File: src/rtl/rr_arbiter_4.sv
// Four-requester round-robin arbiter with registered one-hot grant, encoded index,
// optional hold-time limit and a one-cycle turnaround gap between owners.
module rr_arbiter_4 #(
  parameter int MAX_HOLD = 16,
  parameter int CNT_W    = 5
) (
  input  logic       clk,
  input  logic       rst_n,
  input  logic [3:0] req,
  output logic [3:0] gnt,
  output logic [1:0] gnt_idx,
  output logic       gnt_valid,
  output logic       timeout
);

  typedef enum logic [1:0] {
    IDLE  = 2'd0,
    GRANT = 2'd1,
    GAP   = 2'd2
  } state_t;

  localparam bit               TO_EN     = (MAX_HOLD != 0);
  localparam logic [CNT_W-1:0] HOLD_LAST = TO_EN ? CNT_W'(MAX_HOLD - 1) : '0;

  state_t           state_r, state_s;
  logic [1:0]       ptr_r, ptr_s;
  logic [1:0]       owner_r, owner_s;
  logic [CNT_W-1:0] hold_cnt_r, hold_cnt_s;
  logic [3:0]       gnt_s;
  logic [1:0]       gnt_idx_s;
  logic             gnt_valid_s;
  logic             timeout_s;
  logic [2:0]       pick_s;

  // Returns {found, index} of the first set request scanning ptr, ptr+1, ... (mod 4).
  function automatic logic [2:0] pick(input logic [3:0] r, input logic [1:0] p);
    logic [2:0] res;
    logic [1:0] c;
    res = 3'b000;
    for (int i = 3; i >= 0; i--) begin
      c = p + 2'(i);
      if (r[c]) begin
        res = {1'b1, c};
      end else begin
        res = res;
      end
    end
    return res;
  endfunction

  // Rotating-priority winner for the IDLE arbitration cycle.
  always_comb begin
    pick_s = pick(req, ptr_r);
  end

  // Next-state and next-output logic.
  always_comb begin
    state_s     = state_r;
    ptr_s       = ptr_r;
    owner_s     = owner_r;
    hold_cnt_s  = hold_cnt_r;
    gnt_s       = gnt;
    gnt_idx_s   = gnt_idx;
    gnt_valid_s = gnt_valid;
    timeout_s   = 1'b0;
    case (state_r)
      IDLE: begin
        if (pick_s[2]) begin
          state_s     = GRANT;
          owner_s     = pick_s[1:0];
          hold_cnt_s  = '0;
          gnt_s       = 4'b0001 << pick_s[1:0];
          gnt_idx_s   = pick_s[1:0];
          gnt_valid_s = 1'b1;
        end else begin
          gnt_s       = 4'b0000;
          gnt_idx_s   = 2'd0;
          gnt_valid_s = 1'b0;
        end
      end
      GRANT: begin
        // Release wins over revoke: a revoke requires the owner to still be requesting.
        if (!req[owner_r]) begin
          state_s     = GAP;
          gnt_s       = 4'b0000;
          gnt_idx_s   = 2'd0;
          gnt_valid_s = 1'b0;
        end else if (TO_EN && (hold_cnt_r == HOLD_LAST)) begin
          state_s     = GAP;
          gnt_s       = 4'b0000;
          gnt_idx_s   = 2'd0;
          gnt_valid_s = 1'b0;
          timeout_s   = 1'b1;
        end else begin
          hold_cnt_s  = hold_cnt_r + CNT_W'(1);
        end
      end
      GAP: begin
        state_s     = IDLE;
        ptr_s       = owner_r + 2'd1;
        gnt_s       = 4'b0000;
        gnt_idx_s   = 2'd0;
        gnt_valid_s = 1'b0;
      end
      default: begin
        state_s     = IDLE;
        gnt_s       = 4'b0000;
        gnt_idx_s   = 2'd0;
        gnt_valid_s = 1'b0;
      end
    endcase
  end

  // State, pointer, counter and output registers.
  always_ff @(posedge clk or negedge rst_n) begin
    if (!rst_n) begin
      state_r    <= IDLE;
      ptr_r      <= 2'd0;
      owner_r    <= 2'd0;
      hold_cnt_r <= '0;
      gnt        <= 4'b0000;
      gnt_idx    <= 2'd0;
      gnt_valid  <= 1'b0;
      timeout    <= 1'b0;
    end else begin
      state_r    <= state_s;
      ptr_r      <= ptr_s;
      owner_r    <= owner_s;
      hold_cnt_r <= hold_cnt_s;
      gnt        <= gnt_s;
      gnt_idx    <= gnt_idx_s;
      gnt_valid  <= gnt_valid_s;
      timeout    <= timeout_s;
    end
  end

endmodule

File: config.mk
export PLATFORM = sky130hd
export DESIGN_NAME = rr_arbiter_4
export DESIGN_NICKNAME = d
export VERILOG_FILES = /design/src/rtl/rr_arbiter_4.sv
export SDC_FILE = /design/constraint.sdc
export NUM_CORES = 1
export LEC_CHECK = 0
export BUFFER_PORTS_ARGS = -buffer_cell sky130_fd_sc_hd__clkbuf_2
export CORE_UTILIZATION = 48
export CTS_BUF_LIST = sky130_fd_sc_hd__clkbuf_4 sky130_fd_sc_hd__clkbuf_8 sky130_fd_sc_hd__clkbuf_16
export CTS_CLUSTER_DIAMETER = 50
export DETAILED_ROUTE_END_ITERATION = 6
export GPL_ROUTABILITY_DRIVEN = 0
export PLACE_DENSITY = 0.73
export SETUP_SLACK_MARGIN = 0.3
export SYNTH_ARGS = -nofsm -noshare
export SYNTH_HDL_FRONTEND = slang
export SYNTH_SLANG_ARGS = --single-unit
File: constraint.sdc
create_clock -name clk -period 1.8 [get_ports clk]
set_input_delay 0.09 -clock clk [delete_from_list [all_inputs] [get_ports clk]]
set_output_delay 0.09 -clock clk [all_outputs]
set_load 0.01 [all_outputs]
==> run_results.csv, run 1 <==
group,metric,value,unit
cells_and_area,final_cells,130,
cts,clk_pin_slew_worst_paths,0.11,ns
placement,dp.final_hpwl,1.248,mm
run_status,status,"finished, final reports clean",
cts,cts_buffers,3,
setup_path,cp_max_fo,3,
placement,pre_cts_ws,0.09029,ns
setup_path,critical_path_class,"reg2reg",
logic_synthesis,synth_cell_types,30,
timing,period_share,0.9572,
routing,num_vias,706,
floorplan,die_y,45.53,um
placement,io_buffers,13,
routing,vias_per_cell,5.431,
placement,place_inst,123,
timing,tightestPinTransition,0.4516,ns
floorplan,ioPinCount,14,
logic_synthesis,synth_ff_type,"dfrtp_1",
placement,post_dp_cell_area,1026,sq um
logic_synthesis,async_flop_share,1.000,
cts,htreeDepth,1,
floorplan,start_util,0.5211,
setup_path,reg2reg_from,"hold_cnt_r[1]$_DFFE_PN0P_",
logic_synthesis,postSynthAreaPerCell,10.70,sq um
timing,fin_crit,1.723,ns
routing,drtAntennaViolNets,0,
power_and_ir_drop,power,1.630,mW
power_and_ir_drop,leakage,0.5313,nW
cells_and_area,nNetsFinal,114,
timing,fin_skew,0.003645,ns
floorplan,die_area,2073,sq um
worst_hold_path,hold_class,"in2async",
setup_path,worstRegToRegCells,7,
grt,antenna_found_initial,0,
timing,hold_slack,0.2546,ns
logic_synthesis,yosysWarnings,0,
cts,clk_latency,0.30,ns
cells_and_area,syn_to_final_growth,19.26,%
routing,drtPass1Iterations,4,
floorplan,die_x,45.53,um
timing,finalHoldViolCount,0,
grt,grt_max_degree,20,
setup_path,r2r-end,"hold_cnt_r[3]$_DFFE_PN0P_",
timing,slew_violations,0,
routing,wl,1.803,mm
grt,grt_pass1_wl,2.932,mm
logic_synthesis,ys_top_cells_by_count,"dfrtp_1 (19), nand2_1 (12), o21ai_0 (7), nand3_1 (6)",
logic_synthesis,yosysMostFrequentCell,"dfrtp_1",
routing,drt_iter0_markers,17,
timing,worst_slack,0.07707,ns
logic_synthesis,yosys_register_bits,19,
setup_path,cp.arrival,1.97,ns
timing,fin_tns_setup,0,ns
cts,cts_tree,"built",
logic_synthesis,yosys-top-cells-area,"dfrtp_1 (52%), nand2_1 (5.0%), o21ai_0 (3.9%)",
cells_and_area,antenna_cells_inserted,0,
cts,clock_path_buffers,2,
logic_synthesis,yosysTopAreaCell,"dfrtp_1",
logic_synthesis,syn-num-nets,93,
cells_and_area,fin_area,1085,sq um
logic_synthesis,synth_cells,85,
setup_path,reg2reg_slack,0.08,ns
cells_and_area,drive_above_1_share,0.2857,
setup_path,crit_path_end_kind,"flip-flop",
logic_synthesis,seq_area_frac_synth,0.5227,
power_and_ir_drop,power.density,1502,nW/um^2
cells_and_area,final_util,0.6215,
floorplan,core-area,1745,sq um
routing,drc_errors,0,
grt,grt_pass1_vias,672,
setup_path,critPathLaunchType,"flip-flop",
grt,grt_overflow_total,0,
cts,clkSinkCount,19,
setup_path,cp_data_required_time,2.04,ns
logic_synthesis,netlist_area,909.6,sq um
timing,rsz0062_at_grt,"yes",
timing,max_freq,580.4,MHz
grt,grt.total_usage,0.2081,
routing,wl_per_cell,13.87,um
floorplan,rows,15,
cts,cts-root-buf,"clkbuf_4",
run,drv_cap,0,
timing,setup_viol,0,
logic_synthesis,synth_top_area_frac,0.5227,
power_and_ir_drop,vdd_ir_drop_max,1.009,mV
timing,slew-limit-headroom,0.6989,
logic_synthesis,synth_edf_count,0,
## critical path, cell delays in order (launching register included)
cell,delay (ns)
dfrtp_1,0.40
ha_2,0.20
and3_4,0.15
ha_4,0.17
nor3b_4,0.23
nand2_4,0.07
or3_1,0.33
a21oi_2,0.12
## registers in the layout (all words and copies together) (netlist names)
register    count
state_r         2
timeout         1
hold_cnt_r      5
gnt_idx         2
gnt_valid       1
gnt             4
ptr_r           2
owner_r         2
## timing repair
item                                    4_1_cts  5_1_grt
resized for setup                             1        3
cloned                                        0        0
setup buffers                                 2        0
endpoints found under the setup margin       13       13
hold endpoints to repair                     19        0
pin swaps                                     1        0
hold buffers                                  1        0
## layer usage
layer | GRT usage | wire length (um) | up-vias
met5 | 0 | 0 | -
li1 | - | - | 351
met2 | 0.3457 | 919 | 14
met4 | 0.1515 | 59 | 0
met3 | 0.02778 | 64 | 6
met1 | 0.2442 | 760 | 335
## cell type report
cell class,count,area (sq um)
fill,150,660.6
timing repair buffer,18,105.1
clock buffer,3,22.52
inverter,2,7.507
multi-input combinational,62,437.9
sequential,19,475.5
clock inverter,1,5.005
tap,25,31.28
## power breakdown
group,internal [mW],switching [mW]
clock network,0.0829,0.133
registers,0.574,0.127
logic,0.336,0.376
## placed cells by master (no fill, tap or decap), types with 3 or more instances in the layout
master     n
clkbuf_4   3
nand3_1    6
nor2b_1    3
o21ai_1    3
a21o_1     3
nand2_1   11
nor2_1     3
buf_4      4
clkbuf_2  13
o21ai_0    4
dfrtp_1   19
## kinds of logic (layout without fill, tap and decap cells)
group | Yosys count | in the layout | share of synthesized area
and+or+nand+nor | 40 | 40 | 0.2586
muxes | 2 | 2 | 0.03576
adders and majority gates | 2 | 2 | 0.02751
DFF | 19 | 19 | 0.5227
AOI/OAI and AO/OA | 17 | 17 | 0.1210
buffers and inverters | 4 | 24 | 0.02476
xor gates and xnor gates | 1 | 1 | 0.009630
## worst max path at each step
stage               slack (ns)                       from                   endpoint  depth (start not counted)
global route             -0.02  hold_cnt_r[1]$_DFFE_PN0P_  hold_cnt_r[3]$_DFFE_PN0P_                          7
CTS                        0.1  hold_cnt_r[1]$_DFFE_PN0P_  hold_cnt_r[3]$_DFFE_PN0P_                          7
floorplan                 0.13  hold_cnt_r[0]$_DFFE_PN0P_  hold_cnt_r[3]$_DFFE_PN0P_                          7
detailed placement        0.09  hold_cnt_r[1]$_DFFE_PN0P_  hold_cnt_r[3]$_DFFE_PN0P_                          7
finish                    0.08  hold_cnt_r[1]$_DFFE_PN0P_  hold_cnt_r[3]$_DFFE_PN0P_                          7
global placement          0.12  hold_cnt_r[1]$_DFFE_PN0P_  hold_cnt_r[3]$_DFFE_PN0P_                          7
(Power assumes the default switching activity.)
==> run 2: changes to the inputs <==
- ABC_AREA: unset -> 1
- CORE_UTILIZATION: 48 -> 50
- PLACE_DENSITY: 0.73 -> 0.74
==> run 2 against run 1 <==
Sequential power rose by 0.6%. Global-route usage up 0.38 points. Setup slack better by 0.033 ns.
==> run_results.csv, run 2 <==
group,metric,value,unit
cts,clk_latency,0.30,ns
logic_synthesis,yosys_register_bits,19,
cts,cts_buffers,3,
routing,drtAntennaViolNets,0,
timing,finalHoldViolCount,0,
grt,grt-busiest-layer,"met2",
timing,max_freq,591.7,MHz
logic_synthesis,synth_cells,165,
logic_synthesis,synth_xor_area_frac,0.007407,
cells_and_area,syn_to_final_growth,33.44,%
power_and_ir_drop,power,2.841,mW
power_and_ir_drop,vdd_ir_drop_max,0.9104,mV
timing,rsz0062_at_grt,"yes",
setup_path,cp_slowest_stage_delay,0.40,ns
grt,use_met1,0.2366,
cells_and_area,final_cell_mix,"nand2_1 (49), dfrtp_1 (17), nand2_2 (15)",
setup_path,cp.arrival,1.93,ns
cells_and_area,mostFrequentLayoutCell,"nand2_1",
cells_and_area,largest_reg_flops,5,
routing,wl_per_cell,12.48,um
routing,drt_iter0_markers,32,
logic_synthesis,synth_top_area_frac,0.4021,
logic_synthesis,synth_edf_count,0,
grt,grt_pass1_wl,4.077,mm
logic_synthesis,synth_compound_area_frac,0.05079,
logic_synthesis,yosysMostFrequentCell,"nand2_1",
cts,cts_tree,"built",
cells_and_area,regMostFlops,"hold_cnt_r",
floorplan,rows,17,
floorplan,core-area,2212,sq um
floorplan,ioPinCount,14,
run_status,status,"finished, final reports clean",
power_and_ir_drop,leakage,0.8555,nW
floorplan,die_x,50.63,um
routing,vias_per_cell,4.996,
grt,grtUsageMet3,0.03939,
grt,met2_usage,0.3800,
cts,clkSinkCount,19,
worst_hold_path,hold_class,"in2async",
timing,fin_skew,0.007139,ns
timing,slew_violations,0,
routing,drtPass1Iterations,4,
logic_synthesis,seq_area_frac_synth,0.4021,
placement,io_buffers,13,
cells_and_area,drive_above_1_share,0.4205,
cts,clk_pin_slew_worst_paths,0.11,ns
logic_synthesis,netlist_area,1182,sq um
setup_path,slowest_stage,"dfrtp_1",
cts,clock_path_buffers,2,
logic_synthesis,yosysWarnings,0,
run,drv_cap,0,
timing,tightestPinTransition,0.4733,ns
setup_path,cp_data_required_time,2.04,ns
cts,htreeDepth,1,
logic_synthesis,ys_top_cells_by_count,"nand2_1 (63), dfrtp_1 (19), inv_1 (16), nand3_1 (11), nor2_1 (11)",
setup_path,crit_path_end_kind,"flip-flop",
setup_path,critical_path.cell_chain,"ha_2, inv_2, nor3_2, ha_2, inv_2, nand3_4, nor2_4, nand4_1, nand2_1, nand2_1, nor2_1",
grt,antenna_found_initial,0,
cells_and_area,final_util,0.7132,
setup_path,critical_path_class,"reg2reg",
logic_synthesis,muxShareOfSynthArea,0,
logic_synthesis,yosysTopAreaCell,"dfrtp_1",
cells_and_area,reg_top3,"hold_cnt_r (5), gnt (4)",
cells_and_area,num-fill-cells,166,
routing,num_vias,1114,
timing,setup_viol,0,
power_and_ir_drop,power.density,1801,nW/um^2
grt,grt.total_usage,0.2119,
logic_synthesis,synth_top_family_by_area,"simple AND/OR/NAND/NOR gates",
routing,wl,2.782,mm
routing,drc_errors,0,
placement,place_inst,205,
timing,fin_tns_setup,0,ns
grt,grt_overflow_total,0,
cells_and_area,antenna_cells_inserted,0,
cts,cts-root-buf,"clkbuf_4",
logic_synthesis,synthAdderAreaFrac,0.02116,
placement,dp.final_hpwl,1.742,mm
timing,period_share,0.9389,
cells_and_area,final_cells,223,
logic_synthesis,yosys-top-cells-area,"dfrtp_1 (40%), nand2_1 (20%), inv_1 (5.1%)",
logic_synthesis,synth_cell_types,24,
logic_synthesis,syn-num-nets,173,
timing,fin_crit,1.690,ns
floorplan,start_util,0.5345,
logic_synthesis,async_flop_share,1.000,
logic_synthesis,synth_ff_type,"dfrtp_1",
setup_path,critPathLaunchType,"flip-flop",
grt,grt_pass1_vias,1022,
grt,grt_max_degree,20,
logic_synthesis,postSynthAreaPerCell,7.166,sq um
floorplan,die_y,50.63,um
cells_and_area,nNetsFinal,204,
floorplan,die_area,2563,sq um
timing,slew-limit-headroom,0.6845,
setup_path,cp_max_fo,5,
logic_synthesis,synthSimpleGateAreaFrac,0.4201,
==> run 2: cell types whose count changed in the layout (fill, tap and decap cells not counted), sizes merged, moves of 3 or more <==
cell	delta
buf	+10
a21o	-3
nand3	+8
nor2	+13
nor2b	-3
nand2	+60
inv	+21
==> run 2: repair_timing <==
action / CTS / global route
pin swaps: 6 / 8
endpoints found under the setup margin: 15 / 15
endpoints found under the hold margin: 19 / 0
buffers inserted: 7 / 6
resized for setup: 6 / 31
hold buffers: 1 / 0
==> run 2: worst paths after layout <==
check / start / end / slack (ns) / depth (start not counted)
worst max-delay path: hold_cnt_r[1]$_DFFE_PN0P_ / hold_cnt_r[3]$_DFFE_PN0P_ / 0.11 / 11
worst min-delay path: rst_n / gnt[2]$_DFFE_PN0P_ / 0.25 / 2
worst max register to register: hold_cnt_r[1]$_DFFE_PN0P_ / hold_cnt_r[3]$_DFFE_PN0P_ / 0.11 / 11
worst min register to register: gnt[2]$_DFFE_PN0P_ / gnt[2]$_DFFE_PN0P_ / 0.49 / 2
max in group asynchronous: rst_n / ptr_r[1]$_DFFE_PN0N_ / 1.19 / 2
min in group clk: req[0] / timeout$_DFF_PN0_ / 0.25 / 5
==> run 2: stage by stage <==
stage	cell area, sq um	setup slack, ns	hold WS, ns
after floorplan	1187	0.2508	-0.2056
after CTS	1411	0.1983	0.1836
after detailed placement	1276	0.06244	0.06915
after global routing	1578	0.003718	0.2889
after global placement	1276	0.1430	0.05867
final	1578	0.1099	0.2459
==> run 2: metal layers <==
layer	wire length (um)	vias to the layer above
met2	1493	22
met4	76	0
met5	0	-
met3	79	9
li1	-	565
met1	1132	518
==> run 2: worst max-delay path: cells and delay by family, from the launching register on <==
kind                       cells  cell delay, ns
and+or+nand+nor                7            0.70
adders and majority gates      2            0.38
buffers and inverters          2            0.15
DFF                            1            0.40
==> run 2: final cells by class <==
type | instances | area [sq um] | share of cell area
multi-input combinational | 120 | 726.9 | 0.4607
tap | 28 | 35.03 | 0.02220
timing repair buffer | 28 | 205.2 | 0.1301
clock buffer | 3 | 22.52 | 0.01427
inverter | 24 | 105.1 | 0.06661
sequential | 19 | 478.0 | 0.3029
clock inverter | 1 | 5.005 | 0.003172
==> run 2: cells by family (layout without fill, tap and decap cells) <==
logic type                 count (synthesis)  count (layout)
DFF                                       19              19
and+or+nand+nor                          106             106
buffers and inverters                     26              56
xor gates and xnor gates                   1               1
adders and majority gates                  2               2
AOI/OAI and AO/OA                         11              11
==> run 2: power by group <==
part | switching (mW) | leakage [nW] | internal [mW]
logic | 1.14 | 0.592 | 0.783
clock network | 0.133 | 0.0177 | 0.0829
registers | 0.134 | 0.246 | 0.572
total | 1.40 | 0.855 | 1.44
==> run 3: changes to the inputs <==
- PLACE_DENSITY: 0.74 -> 0.71
- clock period: 1.8 -> 2.1 ns (I/O delays scaled with it)
==> run 3 against run 2 <==
Cell count is 4.0% lower. Combinational power is 37% lower. Via count down 6.6%. Maximum frequency is 1.3% lower. Clock skew is 0.00094 ns lower. Critical endpoint is now hold_cnt_r[4]$_DFFE_PN0P_.
==> run_results.csv, run 3 (same netlist as run 2, synthesis figures left out) <==
group,metric,value,unit
grt,antenna_found_initial,0,
setup_path,critPathLaunchType,"flip-flop",
placement,io_buffers,13,
worst_hold_path,hold_class,"in2reg",
cts,cts_buffers,3,
timing,period_share,0.8156,
cells_and_area,regMostFlops,"hold_cnt_r",
setup_path,reg2reg_slack,0.39,ns
cells_and_area,nNetsFinal,195,
routing,drtPass1Iterations,4,
grt,grt_max_degree,20,
setup_path,crit_path_end_kind,"flip-flop",
routing,drtAntennaViolNets,0,
cells_and_area,syn_to_final_growth,13.33,%
cts,cts_tree,"built",
floorplan,die_area,2563,sq um
timing,fin_crit,1.713,ns
routing,drt_iter0_markers,19,
cells_and_area,mostFrequentLayoutCell,"nand2_1",
timing,rsz0062_at_grt,"no",
setup_path,cp.arrival,1.90,ns
floorplan,die_y,50.63,um
timing,slew_violations,0,
cts,htreeDepth,1,
routing,vias_per_cell,4.864,
worst_hold_path,hold_path_depth,5,
setup_path,cp_data_required_time,2.29,ns
cells_and_area,reg_top3,"hold_cnt_r (5), gnt (4)",
timing,fin_tns_setup,0,ns
grt,grt_pass1_wl,3.891,mm
timing,fin_skew,0.006197,ns
cts,clk_pin_slew_worst_paths,0.11,ns
floorplan,die_x,50.63,um
worst_hold_path,min_from,"req[0]",
cells_and_area,drive_above_1_share,0.2688,
grt,grt.total_usage,0.2046,
placement,dp.final_hpwl,1.741,mm
power_and_ir_drop,clock_power_share,0.090,
setup_path,cp_max_fo,7,
routing,wl_per_cell,10.49,um
power_and_ir_drop,pwr-share-comb,0.606,
power_and_ir_drop,switching_share,0.4959,
floorplan,start_util,0.5345,
routing,wl,2.245,mm
power_and_ir_drop,p_int,1.008,mW
power_and_ir_drop,p_sw,992.2,uW
grt,grt_pass1_vias,938,
setup_path,critical_path_class,"reg2reg",
cells_and_area,antenna_cells_inserted,0,
floorplan,core-area,2212,sq um
routing,num_vias,1041,
grt,grt_overflow_total,0,
cells_and_area,final_cell_mix,"nand2_1 (63), dfrtp_1 (18), inv_1 (15)",
cells_and_area,largest_reg_flops,5,
routing,drc_errors,0,
cts,cts-root-buf,"clkbuf_4",
timing,slew-limit-headroom,0.6920,
run,drv_cap,0,
timing,setup_viol,0,
setup_path,worstRegToRegCells,11,
setup_path,reg2reg_from,"hold_cnt_r[0]$_DFFE_PN0P_",
power_and_ir_drop,seq_power_share,0.303,
floorplan,ioPinCount,14,
timing,max_freq,583.9,MHz
power_and_ir_drop,leakage,0.7666,nW
power_and_ir_drop,power.density,1493,nW/um^2
setup_path,r2r-end,"hold_cnt_r[4]$_DFFE_PN0P_",
cts,clkSinkCount,19,
timing,tightestPinTransition,0.4620,ns
cts,clk_latency,0.29,ns
run_status,status,"finished, final reports clean",
cts,clock_path_buffers,2,
power_and_ir_drop,power,2.001,mW
floorplan,rows,17,
power_and_ir_drop,vdd_ir_drop_max,0.9110,mV
worst_hold_path,hold_end,"timeout$_DFF_PN0_",
timing,finalHoldViolCount,0,
[run 3: cell count changes in the layout (fill, tap and decap cells not counted), sizes merged]
cell,change
buf,-9
inv,+1
clkinv,-1
[run 3: power groups by stage]
stage	Clock [mW]	Sequential, mW	Combinational [mW]
2_1_floorplan	0	0.597	0.949
3_3_place_gp	0	0.608	1.13
3_5_place_dp	0	0.617	1.15
4_1_cts	0.186	0.608	1.16
5_1_grt	0.204	0.629	1.39
6_report	0.180	0.607	1.21
[run 3: stage by stage]
stage                 util  cell area (sq um)  instances  setup slack [ns]  hold WS (ns)
floorplan                -               1182        165            0.5061       -0.1906
global placement    0.5747               1271        205            0.3984       0.07690
global route        0.6058               1340        214            0.2885        0.2237
CTS                 0.5916               1309        210            0.3094        0.2007
detailed placement  0.5747               1271        205            0.3346       0.08019
finish              0.6058               1340        214            0.3873        0.2141
[run 3: cell type report]
cell class / instances / area [sq um]
Inverter: 24 / 97.59
Sequential cell: 19 / 476.7
Multi-Input combinational cell: 120 / 590.6
Tap cell: 28 / 35.03
Clock inverter: 1 / 5.005
Timing Repair Buffer: 19 / 112.6
Clock buffer: 3 / 22.52
Fill cell: 213 / 872.1
[run 3: layer usage]
layer  vias up  share of wire  global-route usage
met1       482           0.48              0.2418
met3         4          0.011             0.01818
met4         0          0.014             0.08333
met2         6           0.50              0.3756
li1        549              -                   -
met5         -              0                   0
[run 3: worst max path at each step]
stage                                   start                   endpoint  slack (ns)  cells after the start
CTS                 hold_cnt_r[0]$_DFFE_PN0P_  hold_cnt_r[3]$_DFFE_PN0P_        0.31                     11
global route        hold_cnt_r[0]$_DFFE_PN0P_  hold_cnt_r[4]$_DFFE_PN0P_        0.29                     11
global placement    hold_cnt_r[0]$_DFFE_PN0P_  hold_cnt_r[3]$_DFFE_PN0P_        0.40                     10
finish              hold_cnt_r[0]$_DFFE_PN0P_  hold_cnt_r[4]$_DFFE_PN0P_        0.39                     11
detailed placement  hold_cnt_r[0]$_DFFE_PN0P_  hold_cnt_r[3]$_DFFE_PN0P_        0.33                     11
floorplan           hold_cnt_r[0]$_DFFE_PN0P_  hold_cnt_r[3]$_DFFE_PN0P_        0.51                     10
[run 3: critical path: stages (launching register included)]
cell     delay [ns]
dfrtp_1        0.41
ha_1           0.21
inv_2          0.06
nor3_1         0.05
ha_1           0.19
inv_1          0.06
nand3_2        0.10
nor2_4         0.21
buf_4          0.17
nor2_8         0.05
nand2_1        0.05
nand2_1        0.05
[run 3: timing repair]
| item | CTS | global route |
|---|---|---|
| hold buffers | 1 | 0 |
| endpoints found under the hold margin | 19 | 0 |
| resized for setup | 0 | 2 |
| endpoints found under the setup margin | 0 | 15 |
| setup buffers | 0 | 4 |
